**config.mk**
```make
export PLATFORM = sky130hd
export DESIGN_NAME = ltc2324_16_emu
export DESIGN_NICKNAME = d
export VERILOG_FILES = /design/src/rtl/ltc2324_emu_pkg.sv /design/src/rtl/ltc_emu_lane.sv /design/src/rtl/ltc2324_16_emu.sv
export SDC_FILE = /design/constraint.sdc
export NUM_CORES = 1
export LEC_CHECK = 0
export CAP_MARGIN = 5
export CORE_UTILIZATION = 55
export CTS_CLUSTER_SIZE = 14
export DETAILED_ROUTE_END_ITERATION = 16
export HOLD_SLACK_MARGIN = 0.03
export PLACE_DENSITY = 0.84
export SLEW_MARGIN = 20
export SYNTH_ARGS = -nofsm -noshare
export SYNTH_HDL_FRONTEND = slang
export SYNTH_HIERARCHICAL = 1
export SYNTH_SLANG_ARGS = --single-unit
export TNS_END_PERCENT = 50
```
**constraint.sdc**
```tcl
create_clock -name clk -period 4.4 [get_ports clk]
set_clock_uncertainty 0.2 [all_clocks]
set_input_delay 0.88 -clock clk [delete_from_list [all_inputs] [get_ports clk]]
set_output_delay 0.88 -clock clk [all_outputs]
set_load 0.03 [all_outputs]
```
**src/rtl/ltc2324_emu_pkg.sv**
```systemverilog
// Shared types and constants for the LTC2324-16 device-side emulator.
package ltc2324_emu_pkg;
  localparam int NBITS_C   = 16;
  localparam int CNT_W     = 8;
  localparam int BIT_W     = 5;
  localparam int NUM_LANES = 4;
  localparam logic [NBITS_C-1:0] PATTERN_C = 16'h5A5A;

  typedef enum logic [1:0] {IDLE, CONV, READ} state_t;
endpackage

```
**src/rtl/ltc_emu_lane.sv**
```systemverilog
// One SDO lane: 16-bit parallel-load, MSB-first shift register.
module ltc_emu_lane
  import ltc2324_emu_pkg::*;
(
  input  logic               clk,
  input  logic               rst_n,
  input  logic               load,
  input  logic               shift,
  input  logic [NBITS_C-1:0] din,
  output logic               sdo
);
  logic [NBITS_C-1:0] sh;

  always_ff @(posedge clk or negedge rst_n) begin
    if (!rst_n)     sh <= '0;
    else if (load)  sh <= din;
    else if (shift) sh <= {sh[NBITS_C-2:0], 1'b0};
  end

  assign sdo = sh[NBITS_C-1];
endmodule

```
**src/rtl/ltc2324_16_emu.sv**
```systemverilog
// LTC2324-16 emulator answering CNV/SCK with CLKOUT and four SDO lanes.
// Define LTC_EMU_PATTERN_EN to replace ch*_in with a per-conversion test pattern.
module ltc2324_16_emu
  import ltc2324_emu_pkg::*;
#(
  parameter int CONV_CYCLES  = 20,
  parameter int CLKOUT_DELAY = 2,
  parameter int NBITS        = 16
) (
  input  logic        clk,
  input  logic        rst_n,
  input  logic        CNV,
  input  logic        SCK,
  input  logic [15:0] ch1_in,
  input  logic [15:0] ch2_in,
  input  logic [15:0] ch3_in,
  input  logic [15:0] ch4_in,
  output logic        CLKOUT,
  output logic        SDO1,
  output logic        SDO2,
  output logic        SDO3,
  output logic        SDO4,
  output logic        busy,
  output logic [15:0] overrun_cnt
);
  if (NBITS != NBITS_C) begin : g_nbits_chk
    $error("ltc2324_16_emu: NBITS must be 16");
  end
  if (CONV_CYCLES < 1 || CONV_CYCLES > 255) begin : g_conv_chk
    $error("ltc2324_16_emu: CONV_CYCLES out of range 1..255");
  end

  state_t             state_q, state_d;
  logic               sck_q, cnv_q, fall, cnv_rise;
  logic [CNT_W-1:0]   cnt_q;
  logic [BIT_W-1:0]   bit_cnt_q;
  logic               load, shift, ovr_inc, sdo_en;
  logic [NUM_LANES-1:0][NBITS_C-1:0] words;
  logic [NUM_LANES-1:0]              lane_sdo;

  assign fall     = sck_q & ~SCK;
  assign cnv_rise = CNV & ~cnv_q;

  always_ff @(posedge clk or negedge rst_n) begin
    if (!rst_n) begin
      state_q <= IDLE;
      sck_q   <= 1'b0;
      cnv_q   <= 1'b0;
    end else begin
      state_q <= state_d;
      sck_q   <= SCK;
      cnv_q   <= CNV;
    end
  end

  // A new CNV during readout takes priority over the final falling edge.
  always_comb begin
    state_d = state_q;
    unique case (state_q)
      IDLE: if (cnv_rise) state_d = CONV;
      CONV: if (cnt_q == '0 && !CNV) state_d = READ;
      READ: begin
        if (cnv_rise) state_d = CONV;
        else if (fall && bit_cnt_q == BIT_W'(NBITS_C - 1)) state_d = IDLE;
      end
      default: state_d = IDLE;
    endcase
  end

  always_comb begin
    load    = cnv_rise && (state_q != CONV);
    shift   = fall && (state_q == READ) && !cnv_rise;
    ovr_inc = cnv_rise && (state_q == CONV);
    busy    = (state_q == CONV);
    sdo_en  = (state_q == READ);
  end

  always_ff @(posedge clk or negedge rst_n) begin
    if (!rst_n) begin
      cnt_q       <= '0;
      bit_cnt_q   <= '0;
      overrun_cnt <= '0;
    end else begin
      if (load)                 cnt_q <= CNT_W'(CONV_CYCLES - 1);
      else if (cnt_q != '0 && state_q == CONV) cnt_q <= cnt_q - 1'b1;
      if (state_q != READ)      bit_cnt_q <= '0;
      else if (shift)           bit_cnt_q <= bit_cnt_q + 1'b1;
      if (ovr_inc && overrun_cnt != 16'hFFFF) overrun_cnt <= overrun_cnt + 16'd1;
    end
  end

`ifdef LTC_EMU_PATTERN_EN
  logic [15:0] conv_k;
  always_ff @(posedge clk or negedge rst_n) begin
    if (!rst_n)    conv_k <= '0;
    else if (load) conv_k <= conv_k + 16'd1;
  end
  assign words = {{conv_k[13:0], 2'b00}, PATTERN_C, ~conv_k, conv_k};
`else
  assign words = {ch4_in, ch3_in, ch2_in, ch1_in};
`endif

  ltc_emu_lane u_lane [NUM_LANES-1:0] (
    .clk   (clk),
    .rst_n (rst_n),
    .load  (load),
    .shift (shift),
    .din   (words),
    .sdo   (lane_sdo)
  );

  assign {SDO4, SDO3, SDO2, SDO1} = lane_sdo & {NUM_LANES{sdo_en}};

  if (CLKOUT_DELAY == 0) begin : g_nodly
    assign CLKOUT = SCK;
  end else begin : g_dly
    logic [CLKOUT_DELAY-1:0] dly;
    always_ff @(posedge clk or negedge rst_n) begin
      if (!rst_n) dly <= '0;
      else begin
        dly[0] <= SCK;
        for (int i = 1; i < CLKOUT_DELAY; i++) dly[i] <= dly[i-1];
      end
    end
    assign CLKOUT = dly[CLKOUT_DELAY-1];
  end
endmodule

```
==> out/qor.csv, run 1 <==
metric,value,unit
Post-synth EDFFs,0,
die height,94.2,um
CP Cell Sequence,"and2b_1, and2_1, clkdlybuf4s50_1",
Total Routing Usage GR,21.9,%
CP Capture Type,output port,
min-delay worst type,input port to asynchronous set/reset pin,
cell taking the most area after synthesis,dfrtp_1,
Worst-path clk slew,0.09,ns
Layout area overhead,23.5,%
RR Endpoint,u_lane[1]/sh[10],
n_diodes,0,
hold slack,0.166,ns
total CTS buffers,9,
ys flop type,dfrtp_1,
GR Overflow Total,0,
Post-DRT Antenna Nets,0,
final hold viol count,0,
worst reg2reg setup slack,2.12,ns
Post-Route WL,9210,um
worst slew pin tran,0.617,ns
Syn Inst Count,438,
crit start category,register,
Worst path slowest cell,clkdlybuf4s50_1,
Rel. slew slack,58.9,%
PortBufs,89,
# setup viols final,0,
I/O pin cnt,90,
worst vdd ir,0.308,mV
# DRC,0,
combinational share of power,26.6,%
Netlist cell types,43,
Flop pwr share,52.8,%
RSZ-0062 raised after global routing,no,
Synth Warn #,6,
syn_nets,511,
Final GP Congestion,0.794,
Reg2Reg Launch Point,state_q[0],
overall power,2790,uW
Bufs and invs on worst path,1,
WP data arrival,1.94,ns
die area,8870,um^2
CP top delay family,buffers and inverters,
Via Count,3425,
share of layout cells above drive strength 1,6.26,%
post-detail-place hpwl,6300,um
# resized after CTS,0,
#FFs+latches synth,98,
"Req. time, crit path",3.32,ns
wire per inst,14.6,um
sw power,924,uW
vias per cell,5.42,
fin crit share,68.6,%
Post-CTS Setup Bufs,0,
Worst-Skew Late Latency,0.35,ns
Post-synth top cells,"dfrtp_1, nand2_1, mux2i_1",
Max Slew Vio Count,0,
most frequent cell after synthesis,dfrtp_1,
P per Cell Area,484,nW/um^2
CP Class,register to output port,
initial antenna violation count,0,
Tmin final,3.02,ns
crit path max fanout,6,
"top cells by area, synth","dfrtp_1, mux2i_1, nand2_1, o21ai_1, o21ai_0",
f_max,331,MHz
clock power share,20.6,%
vias in the first global route,3337,
DR pass1 iterations,4,
Post-Syn Area,4670,um^2
Root Driver,clkbuf_8,
Initial Util,56.9,%
status,completed,
fin cells,632,
clock sinks,98,
Sw Ratio,33.1,%
clock tree buffer depth,2,
die width,94.2,um
worst stage delay on the critical path,0.67,ns
Core Footprint,8220,um^2
CTS tree,yes,
placed cells,616,
syn avg cell area,10.7,um^2
first-pass GRT wire length,15100,um
Leak,0.00234,uW
H-tree levels,3,
max capacitance violation total,0,
Multi-input gate area,2010,um^2
Int Pwr,1870,uW
fill count,636,
register area share after synthesis,52.5,%
CTS Hold Bufs,0,
r2r worst-path depth,5,
DR iter-0 viols,143,
Async SR Flop Fraction,100,%
Nets,595,
post-route setup TNS,0,ns
row count,33,
largest net degree at the start of global routing,101,
post-synth top area share,52.5,%
Seq. cell area,2450,um^2
==> worst max-delay path by stage <==
| stage | startpoint | to | cells past startpoint | slack, ns |
|---|---|---|---|---|
| floorplan | CNV | u_lane[0]/sh[4] | 6 | 1.91 |
| global placement | CNV | u_lane[0]/sh[2] | 6 | 1.39 |
| detailed placement | CNV | u_lane[1]/sh[10] | 6 | 1.30 |
| CTS | state_q[0] | SDO3 | 3 | 1.36 |
| global route | state_q[0] | SDO3 | 3 | 1.30 |
| finish | state_q[0] | SDO3 | 3 | 1.38 |
==> flip-flops by register name, summed over array words and instances, names as in the netlist <==
register / cells
bit_cnt_q: 5
cnt_q: 8
overrun_cnt: 16
g_dly.dly: 2
state_q: 2
cnv_q: 1
u_lane/sh: 64
==> layout make-up <==
class                      count  area share (%)
inverter                       4           0.282
clock buffer                   9            2.15
timing repair buffer          96            16.5
multi-input combinational    313            34.9
tap                          105            2.28
clock inverter                 7            1.34
sequential                    98            42.5
==> cell usage in the layout (no fill, tap or decap), drive strengths merged, types with 3 or more instances in the layout <==
cell type | synthesis | final
a21oi | 6 | 6
and2 | 5 | 5
and2b | 3 | 3
and3 | 4 | 4
buf | 19 | 8
clkbuf | 4 | 9
clkdlybuf4s50 | 0 | 88
clkinv | 0 | 5
dfrtp | 98 | 98
ha | 5 | 5
inv | 4 | 4
mux2i | 64 | 64
nand2 | 79 | 79
nand2b | 9 | 9
nand3 | 3 | 3
nand4 | 4 | 4
nor2 | 13 | 13
nor3 | 12 | 12
nor4 | 4 | 4
o21ai | 65 | 65
or4 | 3 | 3
xnor2 | 3 | 3
xor2 | 15 | 15
==> cells by family (layout without fill, tap and decap cells) <==
logic type / Yosys count / after routing / share of synthesized area, %
AND/OR/NAND/NOR: 146 / 146 / 15.3
flip-flops: 98 / 98 / 52.5
AO/OA/AOI/OAI: 79 / 79 / 9.03
multiplexers: 65 / 65 / 14.0
buffers and inverters: 27 / 116 / 4.50
XOR/XNOR: 18 / 18 / 3.37
adder cells (fa/ha/maj): 5 / 5 / 1.34
==> power groups by stage <==
stage / registers (uW) / clock network (uW) / logic, uW
floorplan: 1460 / 0 / 489
global placement: 1460 / 0 / 700
detailed placement: 1480 / 0 / 750
CTS: 1470 / 593 / 753
global route: 1520 / 626 / 846
finish: 1480 / 575 / 742
==> per-stage QoR <==
stage                     cell area (um^2)  setup WS (ns)  util, %
after floorplan                       4670           1.91        -
after global placement                5570           1.39     67.8
after detailed placement              5570           1.30     67.8
after CTS                             5770           1.36     70.2
after global routing                  5770           1.30     70.2
final                                 5770           1.38     70.2
==> metal layers <==
layer	track usage, %	vias to the layer above	part of all wire [%]
met5	0	-	0
li1	-	1680	-
met3	2.91	14	5.0
met4	8.46	0	1.8
met2	34.7	93	46
met1	30.7	1638	47
==> worst reg2reg max path, delay by kind of cell (launching register included) <==
kind                   cells  cell delay, ns
muxes                      1            0.32
AOI/OAI and AO/OA          1            0.10
buffers and inverters      1            0.54
and+or+nand+nor            2            0.56
DFF                        1            0.43
No activity file was read; power rests on OpenSTA's default activity.
==> run 2: changes to the inputs <==
- CORE_UTILIZATION: 55 -> 52
- PLACE_DENSITY: 0.84 -> 0.8
- clock period: 4.4 -> 2.85 ns (I/O delays scaled with it)
==> out/qor.csv, run 2 (synthesis results as in run 1) <==
metric,value,unit,change
status,completed,,
clock tree buffer depth,2,,unchanged
Worst-path clk slew,0.09,ns,about the same
Post-DRT Antenna Nets,0,,unchanged
Bufs and invs on worst path,1,,unchanged
"Req. time, crit path",2.08,ns,-1.24 ns
row count,34,,+3.0%
CP Cell Sequence,"and2b_1, and2_1, clkdlybuf4s50_1",,
Top Registers,"u_lane/sh x64, overrun_cnt x16, cnt_q x8",,
"commonest non-fill, non-tap cell in the layout",dfrtp_1,,
overall power,4330,uW,+55%
post-detail-place hpwl,6050,um,-3.9%
CP Class,register to output port,,
max reg flops,64,,unchanged
"commonest cells after routing, fill and taps aside","dfrtp_1, clkdlybuf4s50_1, nand2_1",,
CTS Hold Bufs,0,,unchanged
DR pass1 iterations,5,,+1
max capacitance violation total,0,,unchanged
PortBufs,89,,unchanged
Rel. slew slack,66.5,%,+7.6 points
Worst path slowest cell,clkdlybuf4s50_1,,
Largest Register,u_lane/sh,,
min-delay worst type,input port to asynchronous set/reset pin,,
worst slew pin tran,0.503,ns,-0.114 ns
n_diodes,0,,unchanged
largest net degree at the start of global routing,99,,-2.0%
die width,96.8,um,+2.8%
Leak,0.00237,uW,+1.5%
Worst-Skew Late Latency,0.36,ns,about the same
WP data arrival,1.93,ns,about the same
Layout area overhead,24.8,%,
Tmin final,2.70,ns,
Post-CTS Setup Bufs,0,,unchanged
fin crit share,94.7,%,
die area,9370,um^2,+5.6%
final hold viol count,0,,unchanged
DR iter-0 viols,159,,+11%
Max Slew Vio Count,0,,unchanged
worst stage delay on the critical path,0.69,ns,+0.02 ns
worst reg2reg setup slack,0.67,ns,-1.45 ns
Post-Route WL,8650,um,-6.1%
I/O pin cnt,90,,unchanged
Initial Util,53.6,%,-3.3 points
CTS tree,yes,,
CP top delay family,buffers and inverters,,
crit start category,register,,
f_max,371,MHz,
die height,96.8,um,+2.8%
P per Cell Area,742,nW/um^2,+53%
CP Capture Type,output port,,
Core Footprint,8720,um^2,+6.1%
# DRC,0,,unchanged
wire per inst,13.6,um,-7.0%
clock sinks,98,,unchanged
post-route setup TNS,0,ns,unchanged
H-tree levels,3,,unchanged
Via Count,3416,,-0.26%
vias per cell,5.35,,-1.2%
first-pass GRT wire length,15400,um,+2.2%
Root Driver,clkbuf_8,,
GR Overflow Total,0,,unchanged
# setup viols final,0,,unchanged
fill count,672,,+5.7%
# resized after CTS,0,,unchanged
worst vdd ir,0.579,mV,+88%
Nets,598,,+0.50%
Total Routing Usage GR,19.8,%,-2.1 points
total CTS buffers,9,,unchanged
RSZ-0062 raised after global routing,no,,
share of layout cells above drive strength 1,6.79,%,+0.53 points
Final GP Congestion,0.842,,+6.0%
vias in the first global route,3438,,+3.0%
initial antenna violation count,0,,unchanged
crit path max fanout,6,,unchanged
run 2: changes by cell type in the layout (fill, tap and decap cells not counted):
cell and change:
clkinv_4 -1, buf_12 +2, buf_4 +1, clkinvlp_4 -1, clkbuf_8 +2
run 2: area by class of cell:
type / count / area [um^2] / share of cell area, %
Clock inverter: 5 / 61.3 / 1.05
Inverter: 4 / 16.3 / 0.279
Multi-Input combinational cell: 313 / 2010 / 34.5
Tap cell: 108 / 135 / 2.32
Sequential cell: 98 / 2450 / 42.1
Clock buffer: 11 / 151 / 2.60
Timing Repair Buffer: 99 / 1000 / 17.2
run 2: report_power, final:
part           total, uW  internal [uW]  switching [uW]
clock network        926            459             468
registers           2260           1920             338
logic               1140            557             581
run 2: worst paths after layout:
kind,startpoint,endpoint,cells after the start
max,state_q[0],SDO3,3
min,rst_n,u_lane[1]/sh[7],2
max reg2reg,overrun_cnt[0],overrun_cnt[1],6
min reg2reg,g_dly.dly[0],g_dly.dly[1],0
max in group asynchronous,rst_n,u_lane[0]/sh[15],2
min in group clk,g_dly.dly[0],g_dly.dly[1],0
run 2: layer usage:
layer  vias up  global-route usage [%]  share of wire [%]
met5         -                       0                  0
met2        92                    32.0                 47
met4         0                    6.66                1.2
li1       1694                       -                  -
met1      1621                    26.7                 47
met3         9                    4.41                4.6
run 2: through the flow:
step           util [%]  std cells  hold slack [ns]  area, um^2  setup slack (ns)
2_1_floorplan         -        438           0.0744        4670             0.674
3_3_place_gp       64.4        622            0.195        5620             0.312
3_5_place_dp       64.4        622            0.195        5620             0.222
4_1_cts            66.9        638           0.0710        5830             0.124
5_1_grt            66.9        638           0.0832        5830            0.0580
6_report           66.9        638           0.0459        5830             0.152
==> run 3: changes to the inputs <==
- SKIP_CTS_REPAIR_TIMING: default -> 1
- TNS_END_PERCENT: 50 -> 100
==> results of run 3 <==
No change in the layout: final DEF, timing and power equal those of run 2.
